**config.mk**
```make
export PLATFORM = sky130hd
export DESIGN_NAME = mem_access_stage
export DESIGN_NICKNAME = d
export VERILOG_FILES = /design/src/rtl/mem_access_stage.sv
export SDC_FILE = /design/constraint.sdc
export NUM_CORES = 2
export LEC_CHECK = 0
export CAP_MARGIN = 10
export CORE_MARGIN = 3
export CORE_UTILIZATION = 40
export CTS_CLUSTER_DIAMETER = 150
export DETAILED_ROUTE_END_ITERATION = 10
export PLACE_DENSITY = 0.58
export SLEW_MARGIN = 20
export SYNTH_ARGS = -nofsm -noshare
export SYNTH_HDL_FRONTEND = slang
export SYNTH_SLANG_ARGS = --single-unit
export TNS_END_PERCENT = 30
```
**constraint.sdc**
```tcl
create_clock -name clk -period 4.3 [get_ports clk]
set_clock_uncertainty 0.15 [all_clocks]
set_input_delay 0.86 -clock clk [delete_from_list [all_inputs] [get_ports clk]]
set_output_delay 0.86 -clock clk [all_outputs]
set_load 0.02 [all_outputs]
```
**src/rtl/mem_access_stage.sv**
```systemverilog
// MEM stage: data-memory loads/stores against an internal synchronous RAM,
// owns the MEM/WB pipeline register and stalls upstream once per load.
module mem_access_stage #(
  parameter int unsigned ARQ       = 16,
  parameter int unsigned DEPTH     = 256,
  parameter int unsigned REGW      = 4,
  parameter              INIT_FILE = ""
) (
  input  logic            clk,
  input  logic            rst,
  input  logic            en,
  input  logic            ex_valid,
  input  logic [ARQ-1:0]  ex_alu_result,
  input  logic [ARQ-1:0]  ex_store_data,
  input  logic [REGW-1:0] ex_rd,
  input  logic            ex_mem_read,
  input  logic            ex_mem_write,
  input  logic            ex_reg_write,
  output logic            stall,
  output logic            wb_valid,
  output logic [ARQ-1:0]  wb_alu_result,
  output logic [ARQ-1:0]  mem_result,
  output logic [REGW-1:0] wb_rd,
  output logic            wb_reg_write,
  output logic [ARQ-1:0]  wb_data,
  output logic            addr_err
);

  localparam int unsigned  ADDR_W  = $clog2(DEPTH);
  localparam logic [ARQ:0] DEPTH_W = (ARQ+1)'(DEPTH);

  typedef enum logic {IDLE, LOAD} state_t;

  state_t            state_q, state_d;
  logic [ARQ-1:0]    ram [DEPTH];
  logic [ARQ-1:0]    rd_q;
  logic [ADDR_W-1:0] addr;
  logic              in_range, accept, is_load, is_store, is_both;
  logic              wb_mem_to_reg;
  logic [ARQ-1:0]    ld_alu_q;
  logic [REGW-1:0]   ld_rd_q;
  logic              ld_rw_q, ld_oob_q;

  // Decode the EX/MEM instruction: accept, stall, error pulse, next state
  always_comb begin
    addr     = ex_alu_result[ADDR_W-1:0];
    in_range = {1'b0, ex_alu_result} < DEPTH_W;
    accept   = !rst && en && ex_valid && (state_q == IDLE);
    is_both  = ex_mem_read && ex_mem_write;
    is_load  = ex_mem_read && !ex_mem_write;
    is_store = ex_mem_write && !ex_mem_read;
    stall    = accept && is_load;
    addr_err = accept && (is_both || ((ex_mem_read || ex_mem_write) && !in_range));
    state_d  = state_q;
    if (en) begin
      case (state_q)
        IDLE:    if (stall) state_d = LOAD;
        LOAD:    state_d = IDLE;
        default: state_d = IDLE;
      endcase
    end
  end

  // FSM state register
  always_ff @(posedge clk or posedge rst) begin
    if (rst) state_q <= IDLE;
    else     state_q <= state_d;
  end

  // Single-port RAM: write at accept edge, registered read for loads
  always_ff @(posedge clk) begin
    if (accept && !is_both) begin
      if (is_store && in_range) ram[addr] <= ex_store_data;
      if (is_load)              rd_q      <= ram[addr];
    end
  end

  // MEM/WB register; load fields are captured at accept so the LOAD cycle
  // does not depend on upstream still holding EX/MEM
  always_ff @(posedge clk or posedge rst) begin
    if (rst) begin
      wb_valid      <= 1'b0;
      wb_alu_result <= '0;
      mem_result    <= '0;
      wb_rd         <= '0;
      wb_reg_write  <= 1'b0;
      wb_mem_to_reg <= 1'b0;
      ld_alu_q      <= '0;
      ld_rd_q       <= '0;
      ld_rw_q       <= 1'b0;
      ld_oob_q      <= 1'b0;
    end else if (en) begin
      wb_valid      <= 1'b0;
      wb_alu_result <= '0;
      mem_result    <= '0;
      wb_rd         <= '0;
      wb_reg_write  <= 1'b0;
      wb_mem_to_reg <= 1'b0;
      case (state_q)
        IDLE: begin
          if (accept && is_load) begin
            ld_alu_q <= ex_alu_result;
            ld_rd_q  <= ex_rd;
            ld_rw_q  <= ex_reg_write;
            ld_oob_q <= !in_range;
          end else if (accept) begin
            wb_valid      <= 1'b1;
            wb_alu_result <= ex_alu_result;
            wb_rd         <= ex_rd;
            wb_reg_write  <= ex_reg_write && !is_store;
          end
        end
        LOAD: begin
          wb_valid      <= 1'b1;
          wb_alu_result <= ld_alu_q;
          mem_result    <= ld_oob_q ? '0 : rd_q;
          wb_rd         <= ld_rd_q;
          wb_reg_write  <= ld_rw_q;
          wb_mem_to_reg <= 1'b1;
        end
        default: ;
      endcase
    end
  end

  // Write-back data select
  always_comb begin
    wb_data = wb_mem_to_reg ? mem_result : wb_alu_result;
  end

endmodule

```
==> results.txt <==
----------------------------------------------------
[Status]
  Status ... finished, final reports clean

[Logic synthesis]
  Predominant post-synthesis flop cell ... sky130_fd_sc_hd__edfxtp_1
  Area fraction of the dominant cell type after synthesis ... a little under 80%
  Distinct cells, synth ... 31
  Leading post-synthesis cells by cell area ... sky130_fd_sc_hd__edfxtp_1 (78%), sky130_fd_sc_hd__mux4_2 (15%), sky130_fd_sc_hd__a22oi_1 (2.4%)
  Sequential area share after synthesis ... about four fifths
  Leading area contributor after synthesis ... sky130_fd_sc_hd__edfxtp_1
  Synthesized instance count ... 6942
  Number of flops mapped to enable cells by yosys ... roughly 4000
  Mean cell area of the mapped netlist ... 22.7 um^2
  Flops & latches, synth ... about 4200
  Area of the mapped netlist ... 0.158 mm^2
  Total nets after synthesis ... 6985
  Asr flop ratio synth ... 1.49%
  YS warnings ... 0

[Timing]
  RSZ-0062 raised after global routing ... no
  Normalized max-slew margin ... between 15 and 20%
  Min Clock Period, post-route ... ~4 ns
  Final TNS setup ... 0 ns
  Endpoints failing setup ... 0
  Maximum clock rate ... between 200 and 250 MHz
  Fin. Hold Viols ... 0
  Count of pins over their slew limit ... 0
  Portion of the clock cycle consumed by the worst path in the final layout ... a little over nine tenths
  Transition time at the pin with the least slew margin ... around 1.2 ns

[Layout]
  Register bank with the most flops ... ram
  Flip-flop count of the largest register, all copies and words added ... between 4000 and 5000
  Layout overhead on the synthesized area ... 19.1%
  Number of standard cells in the final layout excluding fillers ... approximately 13000
  Most frequent cells in the layout ... sky130_fd_sc_hd__edfxtp_1 (4112), sky130_fd_sc_hd__mux4_2 (1024), sky130_fd_sc_hd__buf_4 (604)
  Net count, final ... 7969
  Leading cell type in the layout, fill and taps excluded ... sky130_fd_sc_hd__edfxtp_1
  Share of cells above drive strength 1 ... a little under a third

[Critical path]
  Worst Setup End Kind ... register
  Max Fanout on Critical Path ... 28
  Startpoint type of the worst setup path ... input port
  Category of the most critical setup path ... input port to register
  CP Data Arrival Time ... roughly 4.6 ns
  Critical Path RT ... ~4.8 ns

[Power]
  Maximum ir drop on the vdd rail ... 0.368 mV
  Power density normalized to cell area ... between 400 and 500 mW/mm^2
  Leakage Power ... between 0.05 and 0.06 uW

[Clocking]
  Cell chosen for the clock root ... sky130_fd_sc_hd__clkbuf_16
  Clock transition at the register clock pins on the worst setup and hold paths after CTS ... approximately 0.060 ns
  Clk_lat worst skew ... about 0.96 ns
  Number of levels in the clock H-tree ... 5
  Clock buffer depth ... 4
  CTS tree ... yes
  Sink count of the clock tree ... between 4000 and 5000
  Number of buffers created by CTS ... ~420
  Number of setup buffers added after CTS ... 0

[Place]
  Placed Instances ... about 13000
  Post-detail-place hpwl ... approximately 270 mm
  IO buf count ... about 100
  Global placer's final weighted congestion ... about 0.86

[Die]
  Core footprint ... between 0.3 and 0.4 mm^2
  Die outline area ... between 0.4 and 0.5 mm^2
  Die span in y ... ~630 um
  Starting density of the core ... roughly two fifths
  Number of top-level pins ... 99
  Chip Width ... roughly 630 um
  Number of rows in the core area ... 230

[GRT]
  Number of global-route vias before repair ... 79400
  Wire length of the first global-routing pass ... approximately 600 mm
  Initial antenna violation count ... 27
  Global-route usage over all layers ... roughly 22%
  Overflow left after global routing ... 0
  Pin count of the biggest net entering global routing ... around 140

[Routing]
  Total wire length after detailed routing ... 438 mm
  Vias per std cell ... slightly below 6
  Via count ... just under 80000
  Iteration-0 DRC count of the detailed router ... about 10000
  Wire length per cell ... ~32 um
  Drt pass-1 iters ... 6
  Post-route DRC violation count ... 0
  Final ANT Viol Nets ... 0

[Worst hold path]
  Type of the tightest min-delay check ... input port to asynchronous set/reset pin

[Run]
  Maximum Capacitance Violations ... 0

----------------------------------------------------
[cell families after synthesis]
logic type / Yosys count / share of synthesized area, %
AO/OA/AOI/OAI: 874 / 3.84
adder cells (fa/ha/maj): 1 / 0.00634
buffers and inverters: 436 / 1.14
flip-flops: 4174 / 79.2
multiplexers: 1041 / 14.7
AND/OR/NAND/NOR: 416 / 1.09
[worst paths after layout]
| kind | startpoint | to | slack, ns | depth (start not counted) |
|---|---|---|---|---|
| setup reg to reg | state_q$_DFFE_PP0P_ | ram[235][15]$_DFFE_PP_ | 0.50 | 9 |
| setup / recovery | ex_alu_result[3] | rd_q[15]$_DFFE_PP_ | 0.21 | 10 |
| max in group asynchronous | rst | ld_alu_q[12]$_DFFE_PP0P_ | 2.82 | 3 |
| hold / removal | rst | wb_rd[0]$_DFFE_PP0P_ | 0.17 | 2 |
| min in group clk | ex_store_data[3] | ram[93][3]$_DFFE_PP_ | 0.19 | 1 |
| hold reg to reg | ld_rd_q[3]$_DFFE_PP0P_ | ld_rd_q[3]$_DFFE_PP0P_ | 0.32 | 2 |
[Yosys cell counts, types with 6 or more instances]
library cell                  n
sky130_fd_sc_hd__a21oi_1    256
sky130_fd_sc_hd__a221o_1     20
sky130_fd_sc_hd__a22o_1      16
sky130_fd_sc_hd__a22oi_1    512
sky130_fd_sc_hd__and3_1      19
sky130_fd_sc_hd__buf_1       39
sky130_fd_sc_hd__buf_2      102
sky130_fd_sc_hd__buf_4       11
sky130_fd_sc_hd__clkbuf_1   278
sky130_fd_sc_hd__dfrtp_1     62
sky130_fd_sc_hd__edfxtp_1  4112
sky130_fd_sc_hd__inv_1        6
sky130_fd_sc_hd__mux2_2      17
sky130_fd_sc_hd__mux4_2    1024
sky130_fd_sc_hd__nand2_1     90
sky130_fd_sc_hd__nand4_1     17
sky130_fd_sc_hd__nor2_1     261
sky130_fd_sc_hd__nor2b_1     10
sky130_fd_sc_hd__o41ai_1     64
[stage by stage]
step	power, uW	util [%]	hold slack (ns)	area, um^2	setup WS (ns)
detailed placement	49900	44.4	0.305	174000	-0.784
floorplan	47500	-	0.289	158000	0.772
CTS	85600	47.8	0.109	188000	0.199
global placement	49800	44.4	0.303	174000	-1.49
global route	87400	47.9	0.153	188000	0.158
finish	85000	47.9	0.172	188000	0.212
[area by class of cell]
class | count | area, um^2
multi-input combinational | 2332 | 31500
clock buffer | 528 | 11100
timing repair buffer | 994 | 11400
tap | 5220 | 6530
clock inverter | 229 | 2340
antenna | 11 | 27.5
inverter | 6 | 25.0
sequential | 4174 | 125000
fill | 31600 | 205000
[layer usage]
layer | vias to the layer above | wire length, um | global-route usage (%)
li1 | 31900 | - | -
met1 | 43100 | 180000 | 31.1
met2 | 3950 | 207000 | 33.6
met3 | 599 | 39400 | 4.18
met4 | 8 | 12500 | 6.03
met5 | - | 53 | 0
[worst max-delay path, stage by stage]
cell and delay, ns:
sky130_fd_sc_hd__clkdlybuf4s50_1 0.78, sky130_fd_sc_hd__and2_4 0.53, sky130_fd_sc_hd__buf_12 0.27, sky130_fd_sc_hd__buf_12 0.18
sky130_fd_sc_hd__a22oi_1 0.28, sky130_fd_sc_hd__a21oi_1 0.14, sky130_fd_sc_hd__buf_4 0.18, sky130_fd_sc_hd__o41ai_2 0.93
sky130_fd_sc_hd__buf_4 0.28, sky130_fd_sc_hd__nand4_1 0.11
[where the power goes]
part	switching (uW)	internal (uW)
Combinational	2680	1600
Clock	15400	20600
Sequential	41.1	44700
[what timing repair did]
item	4_1_cts	5_1_grt
setup endpoints to repair	1	0
hold buffers	1	0
gates resized for setup	5	0
endpoints found under the hold margin	4	0
(Power assumes the default switching activity.)
